## config.mk

```make
export PLATFORM = sky130hd
export DESIGN_NAME = button_packet_assembler
export DESIGN_NICKNAME = d
export VERILOG_FILES = /design/src/rtl/button_packet_assembler.sv
export SDC_FILE = /design/constraint.sdc
export NUM_CORES = 1
export LEC_CHECK = 0
export ABC_AREA = 0
export BUFFER_PORTS_ARGS = -buffer_cell sky130_fd_sc_hd__buf_2
export CAP_MARGIN = 0
export CORE_ASPECT_RATIO = 0.6
export CORE_MARGIN = 2
export CORE_UTILIZATION = 51
export CTS_CLUSTER_DIAMETER = 150
export DETAILED_ROUTE_END_ITERATION = 8
export HOLD_SLACK_MARGIN = 0.05
export PLACE_DENSITY = 0.8
export SLEW_MARGIN = 10
export SYNTH_ARGS = -nofsm -noshare
export SYNTH_HDL_FRONTEND = slang
export SYNTH_SLANG_ARGS = --single-unit
```

## constraint.sdc

```tcl
create_clock -name clock_50 -period 2.15 [get_ports clock_50]
set_clock_uncertainty 0.05 [all_clocks]
set_input_delay 0.1075 -clock clock_50 [delete_from_list [all_inputs] [get_ports clock_50]]
set_output_delay 0.1075 -clock clock_50 [all_outputs]
set_load 0.01 [all_outputs]
```

## src/rtl/button_packet_assembler.sv

```systemverilog
// button_packet_assembler: debounces three active-low buttons and assembles MSB-first packets with a valid strobe and running count
module button_packet_assembler #(
  parameter int DEBOUNCE_CYCLES = 500000,
  parameter int PACKET_BITS = 4,
  parameter int COUNT_W = 12
) (
  input  logic                   clock_50,
  input  logic                   reset,
  input  logic                   start,
  input  logic                   high_button,
  input  logic                   low_button,
  output logic [PACKET_BITS-1:0] packet,
  output logic                   packet_valid,
  output logic [COUNT_W-1:0]     received_count,
  output logic [2:0]             bit_count,
  output logic                   collecting
);
  localparam int CW = $clog2(DEBOUNCE_CYCLES) + 1;
  typedef enum logic {IDLE, COLLECT} state_t;
  state_t state;
  logic [2:0] raw, sync1, sync2, level, level_d, evt;
  logic [CW-1:0] cnt [3];
  logic [PACKET_BITS-2:0] shift;
  logic bit_evt, new_bit;
  assign raw = {start, high_button, low_button};
  assign bit_evt = evt[1] ^ evt[0];
  assign new_bit = evt[1];
  assign collecting = (state == COLLECT);
  always_ff @(posedge clock_50) begin
    if (reset) begin
      sync1 <= '1;
      sync2 <= '1;
      level <= '1;
      level_d <= '1;
      evt <= '0;
      for (int i = 0; i < 3; i++) cnt[i] <= '0;
    end else begin
      sync1 <= raw;
      sync2 <= sync1;
      level_d <= level;
      evt <= level_d & ~level;
      for (int i = 0; i < 3; i++)
        if (sync2[i] == level[i]) cnt[i] <= '0;
        else if (cnt[i] == CW'(DEBOUNCE_CYCLES - 1)) begin
          level[i] <= sync2[i];
          cnt[i] <= '0;
        end else cnt[i] <= cnt[i] + 1'b1;
    end
  end
  always_ff @(posedge clock_50) begin
    if (reset) begin
      state <= IDLE;
      shift <= '0;
      bit_count <= '0;
      packet <= '0;
      packet_valid <= 1'b0;
      received_count <= '0;
    end else begin
      packet_valid <= 1'b0;
      if (evt[2]) begin
        state <= COLLECT;
        shift <= '0;
        bit_count <= '0;
      end else if (state == COLLECT && bit_evt) begin
        shift <= {shift[PACKET_BITS-3:0], new_bit};
        if (bit_count == 3'(PACKET_BITS - 1)) begin
          packet <= {shift, new_bit};
          packet_valid <= 1'b1;
          received_count <= received_count + 1'b1;
          bit_count <= '0;
        end else bit_count <= bit_count + 1'b1;
      end
    end
  end
endmodule

```

Word level (Yosys, flattened, before mapping)
Memory sizes are Yosys's and may differ from the RTL's.
Cells that the tools add are included.
- add/subtract/negate cells: 5
- multiply operators: 0
- divide/modulo/power cells: 0
- order comparisons: 0
- eq/ne operators: 7
- shift-type cells: 0
- multiplexer cells: 46
- bitwise operators: 17
- reductions and logical operators: 7
- operator list (kind ; number):
    20-bit two-way mux ; 9
    20-bit by 1-bit adder with 20-bit output, second input constant ; 3
    20-bit by 19-bit equality test with 1-bit output, second input constant ; 3
    1-bit two-way mux ; 36
    12-bit by 1-bit adder with 12-bit output, second input constant ; 1
    1-bit bitwise OR ; 9
    2-bit AND reduction ; 3
    1-bit NOT ; 5
    3-bit by 1-bit adder with 3-bit output, second input constant ; 1
    3-bit AND ; 1
    1-bit equality test ; 3
    3-bit by 2-bit equality test with 1-bit output, second input constant ; 1
    3-bit two-way mux ; 1
    3-bit NOT ; 1
    3-bit AND reduction ; 1
    3-bit OR reduction ; 1
    2-bit OR reduction ; 1
    1-bit logical AND ; 1
    1-bit bitwise XOR ; 1
- register bits: 39
- latch bits: 0
- bits in writable memories: 60
- ROM bits: 0
- bits of input ports: 5
- output and inout port bits: 21
- logic and storage cells: 96
- memories: 1
- memories (name ; depth ; width ; read ports ; clocked after Yosys merged registers in ; write ports ; RTL line ; text):
    cnt ; 3 ; 20 ; 3 ; 0 ; 3 ; 22 ; logic [CW-1:0] cnt [3];

Logic depth before layout (Yosys ltp)
- depth after elaboration: 7
- gate-level depth with buffers: 6
- mapped depth without buffers: 5

Worst setup path before layout
No wires, ideal clock.
- kind: register to register
- start point: memory cnt[2][5] (netlist name)
- end point: memory cnt[2][10] (netlist name), data pin
- setup time: 0.257 ns
- data arrival time: 1.681 ns
- required time: 1.843 ns
- setup slack: 0.163 ns
- stages on the path, launching flop included: 6
- buffers on the path: 1
- clock period less this slack: 1.987 ns
- cell sequence: edfxtp_1 -> or4b_1 -> or3_1 -> o21ai_1 -> buf_2 -> nor2_1
- RTL lines (item ; RTL line):
    from (decl) ; 22

==> summary.txt <==
Power and ir drop
  • Clock Power Share: between 40% and 50%
  • Worst vdd ir: 0.442 mV
  • Sw power: 0.000799 W
  • Logic pwr share: 3.4%
  • Sw frac: 20.3%
  • Static leakage: about 2 nW
  • Pwr dens: 689 mW/mm^2
  • Power share of the sequential group: 54.1%
  • Total power: 0.00393 W
  • Internal power: ~0.0031 W

CTS
  • TritonCTS clock tree: done
  • Root Buffer: clkbuf_16
  • Clock Tree Buf Depth: 2
  • Num CTS Buffers: 9
  • Total clock sinks: just under 100
  • Clock slew at reported path FFs: approximately 0.06 ns
  • H-tree Lvls: 3
  • Clk_lat worst skew: approximately 0.34 ns

Logic synthesis
  • Yosys reg bits: 99
  • Async SR Flop Fraction: 0%
  • Syn avg cell area: 10.1 sq um
  • Share of the synthesized area in the top cell type: 37.6%
  • Synth Flop Type: edfxtp_1
  • Synth cell types: 43
  • Synth warnings: 0
  • Sequential area share after synthesis: between 50% and 60%
  • EDFF count, synth: 60
  • Yosys top cell by area: edfxtp_1
  • Largest cells by area after synthesis: edfxtp_1, dfxtp_1, nor2_1
  • Synth Instances: 477
  • Netlist area before placement: roughly 0.0048 sq mm

Route
  • 1st-pass router iterations: 5
  • Detail Route Antenna Nets: 0
  • Total wire length: around 9200 microns
  • Drt drc: 0
  • Post-DR vias/cell: 5.17
  • Vias: 3670
  • Starting DRC count in detailed routing: 422
  • Drt wl/cell: between 10 and 15 microns

STA
  • Setup TNS: 0 ns
  • Tmin final: 2.02 ns
  • Final hold vios: 0
  • Tcrit/Tclk final: 93.8%
  • RSZ-0062 raised after global routing: false
  • Final setup fails: 0
  • Worst-margin pin slew: 0.582 ns
  • Highest clock rate: roughly 500 MHz
  • Max_slew headroom: about three fifths
  • Max-slew violations: 0

GRT
  • Largest net degree at the start of global routing: 35
  • Grt total ovfl: 0
  • Initial antenna violation count: 0
  • First-pass GRT wire length: 15600 microns
  • Vias in the first global route: 3365
  • Total GRT Usage: 19.2%

Cells and area
  • Nets: between 500 and 600
  • Commonest non-fill, non-tap cells in the layout: nor2_1, edfxtp_1, conb_1, dfxtp_1, nand2_1
  • Share of cells above drive strength 1: 12.9%
  • Commonest non-fill, non-tap cell in the layout: nor2_1
  • P&R area growth vs syn: 18.9%
  • ANT cells: 0
  • FILL cells: approximately 740

Floorplan
  • Initial Util: between 50% and 60%
  • CORE AREA: 0.00916 sq mm
  • DIE AREA: slightly above 0.01 sq mm
  • Rows: 27
  • Die Y: between 70 and 80 microns
  • IO Pins: 26
  • Die width: 129 microns

Worst setup path
  • Crit path launch type: flip-flop
  • Setup Crit Path Kind: reg2reg
  • Worst path arrival time: 2.05 ns
  • CP endpoint kind: flip-flop
  • CP required: 2.19 ns
  • Crit path max fanout: 20

Job
  • Max-cap violations: 0

Min path
  • Hold crit path type: in2reg

Status
  • Outcome: finished, final reports clean

Place
  • RD Place Congestion: 0.883
  • Port Buffer Count: 25
  • DP HPWL: 6690 microns
power groups by stage:
| stage | Combinational (W) | Clock (W) | Sequential, W |
|---|---|---|---|
| global placement | 0.000120 | 0 | 0.00216 |
| global route | 0.000150 | 0.00178 | 0.00213 |
| detailed placement | 0.000123 | 0 | 0.00217 |
| floorplan | 0.0000990 | 0 | 0.00215 |
| CTS | 0.000128 | 0.00171 | 0.00212 |
| finish | 0.000132 | 0.00167 | 0.00213 |
state kept, by name, indices dropped and copies added (netlist names):
signal and flops:
level 3, bit_count 3, packet 4, level_d 3
cnt 60, packet_valid 1, shift 3, sync2 3
sync1 3, received_count 12, evt 3, collecting 1
worst paths after layout:
check,depth (start not counted),endpoint,slack [ns],startpoint
hold reg to reg,1,sync2[1],0.36,sync1[1]
setup reg to reg,5,cnt[2][7],0.13,cnt[2][5]
setup / recovery,5,cnt[2][7],0.13,cnt[2][5]
hold / removal,2,collecting,0.20,reset
cells by family (layout without fill, tap and decap cells):
kind of cell | after synthesis | in the layout | share of synthesized area [%]
flip-flops | 99 | 99 | 53.8
other | 1 | 60 | 0.0782
buffers and inverters | 32 | 76 | 2.71
AND/OR/NAND/NOR | 230 | 230 | 25.5
AO/OA/AOI/OAI | 55 | 55 | 6.44
multiplexers | 3 | 3 | 0.626
XOR/XNOR | 52 | 52 | 9.49
adder cells (fa/ha/maj) | 5 | 5 | 1.30
cell usage after synthesis (12+ instances only):
cell type and n:
xor2_1 24, xnor2_1 28, nor2_1 72, inv_1 16, dfxtp_1 39, nand4_1 23
nand3_1 29, nand2_1 30, a21oi_1 27, edfxtp_1 60, or3_1 12, o21ai_0 16
critical path: stages, from the launching register on:
cell and delay (ns):
edfxtp_1 0.39, or4b_1 0.49, or3_1 0.33, o21ai_1 0.14, buf_4 0.27, nor2_1 0.09
final cells by class:
cell class,count,area [sq um],share of cell area (%)
Sequential cell,99,2580,45.3
Multi-Input combinational cell,405,2310,40.6
Timing Repair Buffer,44,275,4.82
Clock buffer,11,233,4.08
Tap cell,130,163,2.85
Clock inverter,5,77.6,1.36
Inverter,16,60.1,1.05
per-stage QoR:
stage               worst slack, ns  hold slack [ns]  utilization (%)  instance area (sq um)  cells
floorplan                     0.163            0.161                -                   5020    536
global placement              0.174            0.248             58.4                   5350    690
detailed placement            0.144            0.250             58.4                   5350    690
CTS                           0.127            0.196             62.1                   5690    709
global route                0.00600            0.226             62.3                   5710    710
finish                        0.133            0.201             62.3                   5710    710
routing by layer:
metal | up-vias | global-route usage [%] | part of all wire [%]
met2 | 73 | 28.7 | 45
met5 | - | 0 | 0
met4 | 0 | 5.54 | 1.1
met3 | 9 | 5.39 | 4.2
li1 | 1860 | - | -
met1 | 1728 | 27.2 | 50
timing repair:
item                                    4_1_cts  5_1_grt
hold buffers                                  3        0
endpoints found under the hold margin         3        0
resized for setup                             0        2
endpoints found under the setup margin        0       13
setup buffers                                 0        1
(Power assumes the default switching activity.)
